## src/rtl/vu_vmu_dmem_arb.sv

```systemverilog
// vu_vmu_dmem_arb
//   Shares one data-cache request port between the vector memory controller
//   (requester 0) and the microthread memory controller (requester 1).
//   Round-robin arbitration with per-requester outstanding-load credits.
//   The memory-side tag is {grant id, requester tag}. Responses are routed
//   back to the requesters through one register stage.
//
//   Optional feature: define VMU_ARB_LOCK_EN so that a granted requester
//   keeps priority for up to BURST consecutive accepts.
//
//   An op code of 4'h0 is a load and consumes a credit. Every other op code
//   is treated as a store and is never credit-blocked.
//
// Ports
//   clk, reset                      clock, asynchronous active-high reset
//   req{0,1}_val/rdy                requester handshakes
//   req{0,1}_addr/op/data/wmask/tag requester request fields
//   mem_req_val/rdy                 cache request handshake
//   mem_req_addr/op/data/wmask/tag  muxed request fields (tag has grant id as MSB)
//   mem_resp_val/tag/data           cache response
//   resp{0,1}_val, resp_tag/data    registered responses to the requesters
//   idle                            no outstanding loads and no response in flight
//   err                             sticky: response seen with zero outstanding loads
module vu_vmu_dmem_arb #(
  parameter int ADDR_W  = 30,
  parameter int DATA_W  = 64,
  parameter int TAG_W   = 11,
  parameter int MAX_OUT = 8,
  parameter int BURST   = 4
) (
  input  logic                clk,
  input  logic                reset,
  input  logic                req0_val,
  output logic                req0_rdy,
  input  logic [ADDR_W-1:0]   req0_addr,
  input  logic [3:0]          req0_op,
  input  logic [DATA_W-1:0]   req0_data,
  input  logic [DATA_W/8-1:0] req0_wmask,
  input  logic [TAG_W-1:0]    req0_tag,
  input  logic                req1_val,
  output logic                req1_rdy,
  input  logic [ADDR_W-1:0]   req1_addr,
  input  logic [3:0]          req1_op,
  input  logic [DATA_W-1:0]   req1_data,
  input  logic [DATA_W/8-1:0] req1_wmask,
  input  logic [TAG_W-1:0]    req1_tag,
  output logic                mem_req_val,
  input  logic                mem_req_rdy,
  output logic [ADDR_W-1:0]   mem_req_addr,
  output logic [3:0]          mem_req_op,
  output logic [DATA_W-1:0]   mem_req_data,
  output logic [DATA_W/8-1:0] mem_req_wmask,
  output logic [TAG_W:0]      mem_req_tag,
  input  logic                mem_resp_val,
  input  logic [TAG_W:0]      mem_resp_tag,
  input  logic [DATA_W-1:0]   mem_resp_data,
  output logic                resp0_val,
  output logic                resp1_val,
  output logic [TAG_W-1:0]    resp_tag,
  output logic [DATA_W-1:0]   resp_data,
  output logic                idle,
  output logic                err
);

  localparam logic [3:0] OP_LOAD = 4'h0;
  localparam logic [3:0] CNT_MAX = 4'(MAX_OUT);

  logic       prio, prio_nxt;
  logic [3:0] out0, out1, out0_nxt, out1_nxt;
  logic       elig0, elig1, grant, accept;
  logic       inc0, inc1, dec0, dec1, err_set;

  // Eligibility uses the registered counts, so a credit returned by a
  // response only becomes usable on the following cycle.
  always_comb begin
    elig0 = req0_val & ~((req0_op == OP_LOAD) & (out0 == CNT_MAX));
    elig1 = req1_val & ~((req1_op == OP_LOAD) & (out1 == CNT_MAX));
    grant = (elig0 & elig1) ? prio : elig1;

    mem_req_val   = elig0 | elig1;
    mem_req_addr  = grant ? req1_addr  : req0_addr;
    mem_req_op    = grant ? req1_op    : req0_op;
    mem_req_data  = grant ? req1_data  : req0_data;
    mem_req_wmask = grant ? req1_wmask : req0_wmask;
    mem_req_tag   = grant ? {1'b1, req1_tag} : {1'b0, req0_tag};

    req0_rdy = mem_req_rdy & ~grant & elig0;
    req1_rdy = mem_req_rdy &  grant & elig1;
    accept   = mem_req_val & mem_req_rdy;
  end

  always_comb begin
    inc0 = accept & ~grant & (req0_op == OP_LOAD);
    inc1 = accept &  grant & (req1_op == OP_LOAD);
    dec0 = mem_resp_val & ~mem_resp_tag[TAG_W];
    dec1 = mem_resp_val &  mem_resp_tag[TAG_W];

    out0_nxt = out0;
    if (inc0 & ~dec0)                     out0_nxt = out0 + 4'd1;
    else if (dec0 & ~inc0 & (out0 != '0)) out0_nxt = out0 - 4'd1;

    out1_nxt = out1;
    if (inc1 & ~dec1)                     out1_nxt = out1 + 4'd1;
    else if (dec1 & ~inc1 & (out1 != '0)) out1_nxt = out1 - 4'd1;

    err_set = (dec0 & (out0 == '0)) | (dec1 & (out1 == '0));
  end

`ifdef VMU_ARB_LOCK_EN
  localparam int BCNT_W = (BURST < 4) ? 2 : $clog2(BURST + 1);

  logic [BCNT_W-1:0] bcnt, bcnt_nxt;

  // bcnt counts consecutive accepts of the requester holding priority. A
  // grant to the other requester (holder not eligible) moves the lock to it.
  always_comb begin
    prio_nxt = prio;
    bcnt_nxt = bcnt;
    if (accept) begin
      if (grant == prio) bcnt_nxt = bcnt + BCNT_W'(1);
      else               bcnt_nxt = BCNT_W'(1);
      if (bcnt_nxt >= BCNT_W'(BURST)) begin
        prio_nxt = ~grant;
        bcnt_nxt = '0;
      end else begin
        prio_nxt = grant;
      end
    end
  end

  always_ff @(posedge clk or posedge reset) begin
    if (reset) bcnt <= '0;
    else       bcnt <= bcnt_nxt;
  end
`else
  always_comb begin
    prio_nxt = prio;
    if (accept) prio_nxt = ~grant;
  end
`endif

  always_ff @(posedge clk or posedge reset) begin
    if (reset) begin
      prio      <= 1'b0;
      out0      <= '0;
      out1      <= '0;
      err       <= 1'b0;
      resp0_val <= 1'b0;
      resp1_val <= 1'b0;
      resp_tag  <= '0;
      resp_data <= '0;
    end else begin
      prio      <= prio_nxt;
      out0      <= out0_nxt;
      out1      <= out1_nxt;
      err       <= err | err_set;
      resp0_val <= mem_resp_val & ~mem_resp_tag[TAG_W];
      resp1_val <= mem_resp_val &  mem_resp_tag[TAG_W];
      if (mem_resp_val) begin
        resp_tag  <= mem_resp_tag[TAG_W-1:0];
        resp_data <= mem_resp_data;
      end
    end
  end

  assign idle = (out0 == '0) & (out1 == '0) & ~resp0_val & ~resp1_val;

endmodule

```

## config.mk

```make
export PLATFORM = sky130hd
export DESIGN_NAME = vu_vmu_dmem_arb
export DESIGN_NICKNAME = d
export VERILOG_FILES = /design/src/rtl/vu_vmu_dmem_arb.sv
export SDC_FILE = /design/constraint.sdc
export NUM_CORES = 1
export LEC_CHECK = 0
export ABC_AREA = 1
export CAP_MARGIN = 10
export CORE_AREA = 2 2 201 203
export CTS_CLUSTER_SIZE = 30
export DETAILED_ROUTE_END_ITERATION = 10
export DIE_AREA = 0 0 203 205
export PLACE_DENSITY = 0.43
export SLEW_MARGIN = 20
export SYNTH_ARGS = -nofsm -noshare
export SYNTH_HDL_FRONTEND = slang
export SYNTH_SLANG_ARGS = --single-unit
```

## constraint.sdc

```tcl
create_clock -name clk -period 7.1 [get_ports clk]
set_input_delay 2.13 -clock clk [delete_from_list [all_inputs] [get_ports clk]]
set_output_delay 2.13 -clock clk [all_outputs]
set_load 0.05 [all_outputs]
```

## Yosys cells after proc, flatten, opt, wreduce, memory -nomap -nowiden

Cells that the tools add are included.

- $add $sub $neg: 4
- Equality and inequality tests: 2
- Mux-type cells: 10
- Bitwise logic cells: 40
- Reduce and logical (&&, ||, !) cells: 8

Operators by type and width:

| kind | number |
|---|---|
| $mux W64 | 1 |
| $mux W30 | 1 |
| $and A1 B1 Y1 | 27 |
| $mux W4 | 5 |
| $logic_not A4 Y1 | 4 |
| $mux W12 | 1 |
| $not A1 Y1 | 10 |
| $add A4 B1 Y4 const B | 2 |
| $eq A4 B4 Y1 const B | 2 |
| $mux W8 | 1 |
| $reduce_bool A4 Y1 | 2 |
| $sub A4 B1 Y4 const B | 2 |
| $reduce_bool A2 Y1 | 2 |
| $or A1 B1 Y1 | 3 |
| $mux W1 | 1 |

- Bits in registers: 87
- Logic and storage cells: 72

## Longest topological paths before layout

Gate-level depths: netlist of run 1.

- Depth in word-level cells: 14
- Gate-level depth with buffers: 17
- Gate-level depth less buffers: 17

## Least setup slack after synthesis of run 1

Ideal clock, no wire load.

- Kind: input-to-output
- Start point: input req1_op[3]
- End point: output mem_req_op[0]
- Arrival: 3.872 ns
- Required time: 4.970 ns
- Slack: 1.098 ns
- Stages on the path: 8
- Buffers on the path: 1
- Path through: nor2_1 > nand2_1 > nor2_2 > nor2_2 > nand2_4 > inv_2 > buf_2 > o21ai_0

- Word-level cells in the longest chain between the ends: 7

Ends and longest elaborated chain:

| element | RTL line | source |
|---|---|---|
| start: declaration | 43 | `input logic [3:0] req1_op,` |
| $logic_not A4 Y1 (*) | 77 | `elig1 = req1_val & ~((req1_op == OP_LOAD) & (out1 == CNT_MAX));` |
| $and A1 B1 Y1 (*) | 77 |  |
| $not A1 Y1 (*) | 77 |  |
| $and A1 B1 Y1 (*) | 77 |  |
| $and A1 B1 Y1 | 78 | `grant = (elig0 & elig1) ? prio : elig1;` |
| $mux W1 (*) | 78 |  |
| $mux W4 (*) | 82 | `mem_req_op = grant ? req1_op : req0_op;` |
| end: declaration | 50 | `output logic [3:0] mem_req_op,` |

Every way passes the cells marked *; elsewhere a longest branch is shown, timed or not.

## Worst setup path in the final report of run 1

- Start point: input req1_op[0]
- End point: output mem_req_val

- Word-level cells in the longest chain between the ends: 5

Ends and longest elaborated chain:

| element | RTL line | source |
|---|---|---|
| $logic_not A4 Y1 | 77 |  |
| $and A1 B1 Y1 | 77 |  |
| $not A1 Y1 | 77 |  |
| $and A1 B1 Y1 | 77 |  |
| $or A1 B1 Y1 | 80 | `mem_req_val = elig0 \| elig1;` |
| end: declaration | 47 | `output logic mem_req_val,` |

Every way passes these cells.

==> key figures, run 1 <==
Status
  • Status: finished clean

Floorplanning
  • Number of cell rows: 73
  • Die Wd: 203 um
  • Starting Density: 13.02%
  • Die H: 205 um
  • Core area: 0.03937 mm^2
  • Die area: 0.04162 mm^2
  • Ports: 516

Synthesis
  • Number of enable flip-flop cells after synthesis: 0
  • Synth Flop Type: dfrtp_1
  • Compound-Gate Fraction of Synth Area: 0.8791%
  • Post-Synth XOR/XNOR Area: 0.3419%
  • Synthesis Warnings: 0
  • Post-Synth Adder-Cell Area: 1.758%
  • Synth unique cells: 22
  • Mux cell area share after synthesis: 0%
  • Mean Syn Cell Area: 6.310 um^2
  • Post-Syn Instances: 812
  • Mapped cell area: 0.005124 mm^2
  • Flops & latches, synth: 87
  • Simple-gate share of the synthesized area: 48.13%
  • Ys async rst share: 100.0%
  • Sequential area share after synthesis: 42.49%
  • Post-Synthesis Net Count: 1134
  • Largest family of logic cells by synthesized area: simple AND/OR/NAND/NOR gates

Pwr
  • Sw Pwr: 0.001059 W
  • Sequential share of power: 24.3%
  • Sw Share: 41.98%
  • Comb power frac: 56.0%
  • Leakage: 5.906 nW
  • Pwr/cell area: 205.3 mW/mm^2
  • Clock Power Share: 19.8%
  • Int Power: 0.001464 W
  • Max VDD drop: 0.1596 mV

Layout
  • Sequential Area: 0.002177 mm^2
  • Layout fillers: 4225
  • Final net count: 1626
  • Core Util, Final: 31.22%
  • Multi-input logic area: 0.002619 mm^2
  • Share of cells above drive strength 1: 11.99%
  • P&R area growth vs syn: 139.9%

Setup path
  • Type of origin of the critical path: input port
  • Crit. End Element: output port
  • Worst Setup Path Type: input port to output port
  • Cells along the critical path: clkdlybuf4s50_1 -> nor2_1 -> nand2_1 -> nor2_2 -> o21ai_0 -> clkdlybuf4s50_1
  • CP Data Arrival Time: 4.15 ns
  • Slowest Stage Delay on Critical Path: 0.96 ns
  • Most used cell, CP: clkdlybuf4s50_1
  • CP required: 4.97 ns
  • Crit-path slowest cell: clkdlybuf4s50_1
  • CP max FO: 2

Timing
  • Hold violation total from the final report: 0
  • Tmin final: 6.279 ns
  • Setup Viol. Count Final: 0
  • Final period utilization: 88.44%
  • Post-Route Skew: 0.006035 ns
  • Worst-Margin Slew: 0.9313 ns
  • Max Clk Rate: 0.1593 GHz
  • Pins Over Slew Limit: 0
  • RSZ-0062 raised after global routing: no
  • Slew headroom: 37.91%
  • Setup TNS: 0 ns

Global route
  • First-pass GRT wire length: 46210 um
  • Antenna violations before repair: 10
  • Overflow after GRT: 0
  • Pin count of the biggest net entering global routing: 117
  • Vias in the first global route: 6727
  • Total GRT Usage: 15.25%

Routing
  • First drt pass iteration count: 4
  • Via Count: 6802
  • WL/cell: 18.07 um
  • Drt drc: 0
  • DR vias/cell: 3.701
  • DRT iter0 DRCs: 279
  • Post-DRT Antenna Nets: 0
  • Final wirelength: 33210 um

CTS
  • Post-cts gate resize count: 0
  • Cts bufs inserted: 9
  • Worst-path clk slew: 0.06 ns
  • Worst skew pair latency: 0.35 ns
  • Setup Fix Bufs, Post-CTS: 0
  • CTS tree: built
  • Root buffer cell: clkbuf_16
  • Hold-fix buffers, CTS: 0
  • CTS sink cnt: 87
  • H-tree levels: 3
  • Clock Path Buffers: 2

Placed design
  • PortBufs: 515
  • HPWL after DPL: 27660 um
  • GPL Wtd Cong: 0.8723

Worst hold path
  • Hold Crit Class: flop to flop

Flow run
  • MaxCap Viol Count: 0
## per-stage QoR
step                hold WS, ns  area [um^2]  cells  power (W)  worst slack (ns)
detailed placement       0.4585        11980   1818   0.002047            0.7955
CTS                      0.4754        12280   1834   0.002565            0.7955
finish                   0.4681        12290   1838   0.002524            0.8209
global placement         0.4527        11980   1818   0.002043            0.7545
floorplan                0.4415         5124    812   0.001319             1.098
global route             0.4943        12290   1837   0.002664            0.6335
## power groups by stage
stage	sequential, W	combinational, W	clock, W
floorplan	0.000758	0.000561	0
global placement	0.000619	0.00142	0
detailed placement	0.000620	0.00143	0
CTS	0.000612	0.00143	0.000522
global route	0.000622	0.00150	0.000542
finish	0.000612	0.00141	0.000499
## registers in the layout (all words and copies together) (netlist names)
signal,cells
err,1
out0,4
out1,4
prio,1
resp0_val,1
resp1_val,1
resp_data,64
resp_tag,11
## final timing paths
kind | startpoint | slack, ns | depth (start not counted) | end
max | req1_op[0] | 0.82 | 6 | mem_req_val
min | resp_data[25] | 0.47 | 2 | resp_data[25]
max reg2reg | out0[0] | 4.34 | 17 | out0[3]
min reg2reg | resp_data[25] | 0.47 | 2 | resp_data[25]
max in group asynchronous | reset | 3.76 | 3 | out1[3]
min in group asynchronous | reset | 2.07 | 2 | resp_data[44]
## critical path, delay by kind of cell
kind | cells | cell delay (ns)
AO/OA/AOI/OAI | 1 | 0.33
buffers and inverters | 2 | 1.48
AND/OR/NAND/NOR | 3 | 0.21
## cells in the mapped netlist (3+ instances only)
cell	n	area [um^2]
nor2_1	12	45.04
nand3_1	8	40.04
inv_2	5	18.77
buf_6	9	101.4
o21ai_0	5	25.02
ha_1	4	50.05
dfrtp_1	87	2177
clkbuf_1	21	78.83
inv_1	17	63.81
nor2_2	3	18.77
buf_2	10	50.05
nand2_1	615	2308
## final cells by class
type	instances	share of cell area, %
Antenna cell	4	0.08143
Clock buffer	10	1.944
Clock inverter	6	0.5497
Inverter	22	0.7024
Multi-Input combinational cell	661	21.30
Sequential cell	87	17.71
Tap cell	525	5.344
Timing Repair Buffer	523	52.36
## routing by layer
| layer | GRT usage [%] | share of wire, % |
|---|---|---|
| met5 | 0 | 0.13 |
| met1 | 16.71 | 38 |
| met2 | 26.97 | 51 |
| met3 | 6.220 | 9.9 |
| met4 | 4.484 | 1.6 |
## placed cells by master (no fill, tap or decap), drive strengths merged
cell / netlist / layout
inv: 22 / 22
diode: 0 / 4
buf: 21 / 129
a221o: 1 / 1
clkdlybuf4s50: 0 / 394
nor3: 2 / 2
nand2: 616 / 616
o21ai: 5 / 5
nor4: 1 / 1
ha: 4 / 4
clkinv: 0 / 3
clkbuf: 21 / 10
fa: 2 / 2
xor2: 2 / 2
bufinv: 0 / 1
clkinvlp: 0 / 2
a21oi: 2 / 2
nor2: 15 / 15
nand3: 10 / 10
dfrtp: 87 / 87
nand4: 1 / 1
## cells by family (layout without fill, tap and decap cells)
kind of cell,Yosys count,count (layout)
and+or+nand+nor,645,645
DFF,87,87
adders and majority gates,6,6
AOI/OAI and AO/OA,8,8
buffers and inverters,64,561
xor gates and xnor gates,2,2
other,0,4
No activity file was read; power rests on OpenSTA's default activity.
==> inputs of run 2 (changes only) <==
CAP_MARGIN = 25   (was 10)
==> run 2 against run 1 <==
Compared with the run above:
- combinational power about the same
- critical endpoint unchanged
- routed wire length barely moved
- clock power barely moved
==> key figures, run 2 (synthesis gave the netlist of run 1 again) <==
Status
  • Status: finished clean

CTS
  • CTS tree: built
  • Clock Path Buffers: 2 (unchanged)
  • Cts bufs inserted: 9 (unchanged)
  • Post-cts gate resize count: 0 (unchanged)
  • Worst skew pair latency: 0.35 ns (about the same)
  • Hold-fix buffers, CTS: 0 (unchanged)
  • Setup Fix Bufs, Post-CTS: 0 (unchanged)
  • Root buffer cell: clkbuf_16
  • H-tree levels: 3 (unchanged)
  • Worst-path clk slew: 0.06 ns (about the same)
  • CTS sink cnt: 87 (unchanged)

Placed design
  • Inst Count DP: 1818 (unchanged)
  • GPL Wtd Cong: 0.8723 (unchanged)
  • HPWL after DPL: 27660 um (unchanged)
  • Area after DPL: 0.01198 mm^2 (unchanged)
  • PortBufs: 515 (unchanged)

Floorplanning
  • Number of cell rows: 73 (unchanged)
  • Die Wd: 203 um (unchanged)
  • Die area: 0.04162 mm^2 (unchanged)
  • Ports: 516 (unchanged)
  • Starting Density: 13.02% (unchanged)
  • Core area: 0.03937 mm^2 (unchanged)
  • Die H: 205 um (unchanged)

Routing
  • WL/cell: 18.05 um (-0.12%)
  • Final wirelength: 33210 um (about the same)
  • First drt pass iteration count: 4 (unchanged)
  • Drt drc: 0 (unchanged)
  • Post-DRT Antenna Nets: 0 (unchanged)
  • DR vias/cell: 3.697 (about the same)
  • DRT iter0 DRCs: 269 (-3.6%)
  • Via Count: 6803 (+0.015%)

Layout
  • Share of cells above drive strength 1: 12.06% (+0.067 points)
  • Layout fillers: 4224 (-0.024%)
  • Most frequent cells in the layout: 615 x nand2_1, 394 x clkdlybuf4s50_1, 123 x buf_12, 87 x dfrtp_1, 16 x inv_1
  • Largest Register: resp_data
  • Multi-input logic area: 0.002619 mm^2 (unchanged)
  • Commonest non-fill, non-tap cell in the layout: nand2_1
  • P&R area growth vs syn: 140.3%
  • Core Util, Final: 31.28% (+0.057 points)
  • Top Registers: resp_data x64, resp_tag x11
  • Max reg flops: 64 (unchanged)
  • Sequential Area: 0.002177 mm^2 (unchanged)
  • Fin cells: 1840 (+0.11%)
  • Final Cell Area: 0.01231 mm^2 (+0.18%)
  • Final net count: 1627 (+0.062%)

Worst hold path
  • Hold depth: 2 (unchanged)
  • Hold Crit Class: flop to flop

Timing
  • Setup Viol. Count Final: 0 (unchanged)
  • Slew headroom: 42.52% (+4.6 points)
  • Setup TNS: 0 ns (unchanged)
  • RSZ-0062 raised after global routing: no
  • Worst-Margin Slew: 0.8622 ns (-0.06911 ns)
  • Final period utilization: 88.47% (about the same)
  • Post-Route Skew: 0.005877 ns (-0.0001589 ns)
  • Pins Over Slew Limit: 0 (unchanged)
  • Hold violation total from the final report: 0 (unchanged)
  • Max Clk Rate: 0.1592 GHz (about the same)
  • Tmin final: 6.281 ns (+0.002205 ns)

Pwr
  • Max VDD drop: 0.1596 mV (about the same)
  • Pwr/cell area: 205.0 mW/mm^2 (-0.14%)
  • Overall power: 0.002525 W (about the same)
  • Leakage: 5.916 nW (+0.16%)

Global route
  • Vias in the first global route: 6727 (unchanged)
  • First-pass GRT wire length: 46210 um (unchanged)
  • Antenna violations before repair: 10 (unchanged)
  • Pin count of the biggest net entering global routing: 117 (unchanged)
  • Overflow after GRT: 0 (unchanged)
  • Total GRT Usage: 15.25% (unchanged)

Setup path
  • Slowest Stage Delay on Critical Path: 0.96 ns (about the same)
  • Most used cell, CP: clkdlybuf4s50_1
  • CP max FO: 2 (unchanged)
  • Cells along the critical path: clkdlybuf4s50_1 -> nor2_1 -> nand2_1 -> nor2_2 -> o21ai_0 -> clkdlybuf4s50_1
  • Worst Setup Path Type: input port to output port
  • Crit. End Element: output port
  • Type of origin of the critical path: input port
  • Crit-path slowest cell: clkdlybuf4s50_1
  • Worst R2R Path Depth: 17 (unchanged)
  • CP required: 4.97 ns (about the same)
  • CP Data Arrival Time: 4.15 ns (about the same)

Flow run
  • MaxCap Viol Count: 0 (unchanged)
run 2: cell types whose count changed in the layout (fill, tap and decap cells not counted):
cell     previous run  this run
buf_12            122       123
diode_2             4         5
run 2: power breakdown:
group          switching, W  internal (W)
Sequential        0.0000524      0.000560
Combinational      0.000791      0.000622
Clock              0.000216      0.000284
run 2: worst max-delay path, delay by kind of cell:
| kind | cells | cell delay (ns) |
|---|---|---|
| and+or+nand+nor | 3 | 0.21 |
| AOI/OAI and AO/OA | 1 | 0.33 |
| buffers and inverters | 2 | 1.48 |
run 2: cell type report:
cell class | instances | share of cell area, %
clock buffers | 10 | 1.941
flip-flops and latches | 87 | 17.68
diodes | 5 | 0.1016
well taps | 525 | 5.334
multi-input cells | 661 | 21.27
clock inverters | 6 | 0.5487
repair buffers | 524 | 52.43
inverters | 22 | 0.7011
run 2: layer usage:
| layer | GRT usage [%] | wire [um] |
|---|---|---|
| met1 | 16.71 | 12470 |
| met2 | 26.97 | 16830 |
| met3 | 6.220 | 3323 |
| met4 | 4.484 | 541 |
| met5 | 0 | 44 |
run 2: metrics by stage:
| stage | hold slack [ns] | setup WS, ns |
|---|---|---|
| final | 0.4681 | 0.8187 |
| after global routing | 0.4943 | 0.6335 |
| after CTS | 0.4754 | 0.7955 |
| after detailed placement | 0.4585 | 0.7955 |
| after global placement | 0.4527 | 0.7545 |
| after floorplan | 0.4415 | 1.098 |
run 2: path summary, 6_finish.rpt:
path                               start            end  slack [ns]
max in group asynchronous          reset        out1[3]        3.98
hold / removal             resp_data[25]  resp_data[25]        0.47
setup reg to reg                 out0[0]        out0[3]        4.35
min in group asynchronous          reset  resp_data[44]        2.07
setup / recovery              req1_op[0]    mem_req_val        0.82
hold reg to reg            resp_data[25]  resp_data[25]        0.47
==> inputs of run 3 (changes only) <==
CORE_AREA = 2 2 203 205   (was 2 2 201 203)
CTS_BUF_LIST = sky130_fd_sc_hd__clkbuf_8   (was unset)
CTS_CLUSTER_SIZE = 14   (was 30)
DIE_AREA = 0 0 205 207   (was 0 0 203 205)
==> run 3 against run 2 <==
Compared with the run above:
- routed wire length down 0.93%
- clock-buffer cell count unchanged
- flip-flop and latch count unchanged
- clock skew down 0.0043 ns
- clock power down 25%
- sequential share of layout area up 0.098 points
- final area down 0.55%
- register-to-register slack better by 0.02 ns
- global-route usage down 0.24 points
- largest cell class unchanged
- largest power group unchanged
==> key figures, run 3 (synthesis gave the netlist of run 1 again) <==
Worst hold path
  • Hold Crit Class: flop to flop

Timing
  • Setup Viol. Count Final: 0 (unchanged)
  • Max Clk Rate: 0.1565 GHz (-1.7%)
  • Post-Route Skew: 0.001578 ns (-0.004298 ns)
  • Final worst slack: 0.7084 ns (-0.1104 ns)
  • Setup TNS: 0 ns (unchanged)
  • RSZ-0062 raised after global routing: no
  • Slew headroom: 45.35% (+2.8 points)
  • Pins Over Slew Limit: 0 (unchanged)
  • Final period utilization: 90.02% (+1.6 points)
  • Worst-Margin Slew: 0.8198 ns (-0.04242 ns)
  • Tmin final: 6.392 ns (+0.1104 ns)
  • Hold violation total from the final report: 0 (unchanged)

Setup path
  • Slowest Stage Delay on Critical Path: 0.40 ns (-0.56 ns)
  • CP required: 4.97 ns (about the same)
  • Critical Path Start: req0_op[3]
  • CP max FO: 37 (+35)
  • Crit. End Element: output port
  • Critical R2R Capture: out0[3]
  • Cells along the critical path: clkdlybuf4s50_1 -> inv_1 -> nand2_1 -> nor2_2 -> nand2_1 -> nand3_2 -> nand2_4 -> inv_4 -> buf_4 -> nand2_1 -> o21ai_0 -> buf_4 -> buf_12
  • Worst reg2reg path startpoint: out1[0]
  • Crit-path slowest cell: clkdlybuf4s50_1
  • Most used cell, CP: nand2_1
  • Type of origin of the critical path: input port
  • Flop-to-flop setup slack: 4.37 ns (+0.02 ns)
  • Worst setup path end: mem_req_op[3]
  • Worst Setup Path Type: input port to output port
  • Worst R2R Path Depth: 16 (-1)
  • CP Data Arrival Time: 4.26 ns (+0.11 ns)

Global route
  • Vias in the first global route: 6983 (+3.8%)
  • Total GRT Usage: 15.01% (-0.24 points)
  • Pin count of the biggest net entering global routing: 117 (unchanged)
  • Overflow after GRT: 0 (unchanged)
  • First-pass GRT wire length: 46790 um (+1.3%)
  • Antenna violations before repair: 11 (+1)

Pwr
  • Leakage: 5.879 nW (-0.62%)
  • Sw Share: 43.53% (+1.6 points)
  • Int Power: 0.001357 W (-7.4%)
  • Pwr/cell area: 196.2 mW/mm^2 (-4.3%)
  • Comb power frac: 59.0% (+3.0 points)
  • Sequential share of power: 25.5% (+1.2 points)
  • Max VDD drop: 0.1403 mV (-12%)
  • Clock Power Share: 15.5% (-4.3 points)
  • Overall power: 0.002403 W (-4.8%)
  • Sw Pwr: 0.001046 W (-1.3%)

Layout
  • P&R area growth vs syn: 139.0%
  • Sequential Area: 0.002177 mm^2 (unchanged)
  • Multi-input logic area: 0.002619 mm^2 (unchanged)
  • Top Registers: resp_data x64, resp_tag x11
  • Most frequent cells in the layout: 615 x nand2_1, 394 x clkdlybuf4s50_1, 123 x buf_12, 87 x dfrtp_1, 16 x inv_1
  • Share of cells above drive strength 1: 12.20% (+0.13 points)
  • Largest Register: resp_data
  • Commonest non-fill, non-tap cell in the layout: nand2_1
  • Max reg flops: 64 (unchanged)
  • Layout fillers: 4353 (+3.1%)
  • Final net count: 1629 (+0.12%)

Floorplanning
  • Ports: 516 (unchanged)
  • Starting Density: 12.69% (-0.32 points)
  • Die H: 207 um (+0.98%)
  • Die area: 0.04244 mm^2 (+2.0%)
  • Die Wd: 205 um (+0.99%)
  • Number of cell rows: 74 (+1.4%)
  • Core area: 0.04037 mm^2 (+2.5%)

CTS
  • CTS tree: built
  • Clock Path Buffers: 2 (unchanged)
  • Worst skew pair latency: 0.38 ns (+0.03 ns)
  • Post-cts gate resize count: 0 (unchanged)
  • Root buffer cell: clkbuf_8
  • H-tree levels: 3 (unchanged)
  • Cts bufs inserted: 9 (unchanged)
  • CTS sink cnt: 87 (unchanged)
  • Setup Fix Bufs, Post-CTS: 0 (unchanged)
  • Worst-path clk slew: 0.08 ns (+0.02 ns)
  • Hold-fix buffers, CTS: 0 (unchanged)

Routing
  • First drt pass iteration count: 4 (unchanged)
  • WL/cell: 17.76 um (-1.6%)
  • Post-DRT Antenna Nets: 0 (unchanged)
  • Via Count: 6787 (-0.24%)
  • DRT iter0 DRCs: 259 (-3.7%)
  • Final wirelength: 32900 um (-0.93%)
  • Drt drc: 0 (unchanged)
  • DR vias/cell: 3.663 (-0.94%)

Status
  • Status: finished clean

Placed design
  • HPWL after DPL: 27550 um (-0.40%)
  • Pre-CTS setup slack: 0.6273 ns (-0.1682 ns)
  • GPL Wtd Cong: 0.8736 (+0.15%)
  • PortBufs: 515 (unchanged)

Flow run
  • MaxCap Viol Count: 0 (unchanged)
run 3: worst min-delay path by stage:
stage / start / end / slack, ns / depth (start not counted)
after global placement: resp_data[33] / resp_data[33] / 0.45 / 2
after CTS: resp_data[4] / resp_data[4] / 0.48 / 2
final: resp_data[7] / resp_data[7] / 0.48 / 2
after detailed placement: resp_data[40] / resp_data[40] / 0.46 / 2
after floorplan: prio / prio / 0.44 / 2
after global routing: resp_data[11] / resp_data[11] / 0.50 / 2
run 3: per-layer routing:
layer / global-route usage [%] / vias to the layer above / part of all wire [%]
met3: 5.821 / 17 / 10
met2: 27.21 / 317 / 53
met4: 6.500 / 4 / 1.5
met5: 0 / - / 0.097
li1: - / 3415 / -
met1: 15.11 / 3034 / 35
run 3: through the flow:
| step | hold slack (ns) | instances | util [%] | cell area (um^2) |
|---|---|---|---|---|
| floorplan | 0.4415 | 812 | - | 5124 |
| global route | 0.4975 | 1853 | 30.34 | 12250 |
| global placement | 0.4533 | 1828 | 29.77 | 12020 |
| finish | 0.4759 | 1853 | 30.34 | 12250 |
| detailed placement | 0.4571 | 1828 | 29.77 | 12020 |
| CTS | 0.4807 | 1844 | 30.28 | 12220 |
run 3: critical path, delay by kind of cell:
family,cells,cell delay [ns]
AO/OA/AOI/OAI,1,0.11
buffers and inverters,6,1.40
AND/OR/NAND/NOR,6,0.60
run 3: final cells by class:
| type | count | area share (%) |
|---|---|---|
| Inverter | 22 | 0.7049 |
| Multi-Input combinational cell | 661 | 21.38 |
| Antenna cell | 9 | 0.1839 |
| Clock inverter | 6 | 0.5517 |
| Sequential cell | 87 | 17.78 |
| Clock buffer | 10 | 1.124 |
| Timing Repair Buffer | 526 | 52.84 |
| Tap cell | 532 | 5.435 |
run 3: power groups by stage:
stage,combinational [W],clock (W),sequential (W)
6_report,0.00142,0.000373,0.000613
5_1_grt,0.00151,0.000413,0.000622
4_1_cts,0.00144,0.000395,0.000612
3_5_place_dp,0.00143,0,0.000620
3_3_place_gp,0.00143,0,0.000619
2_1_floorplan,0.000561,0,0.000758
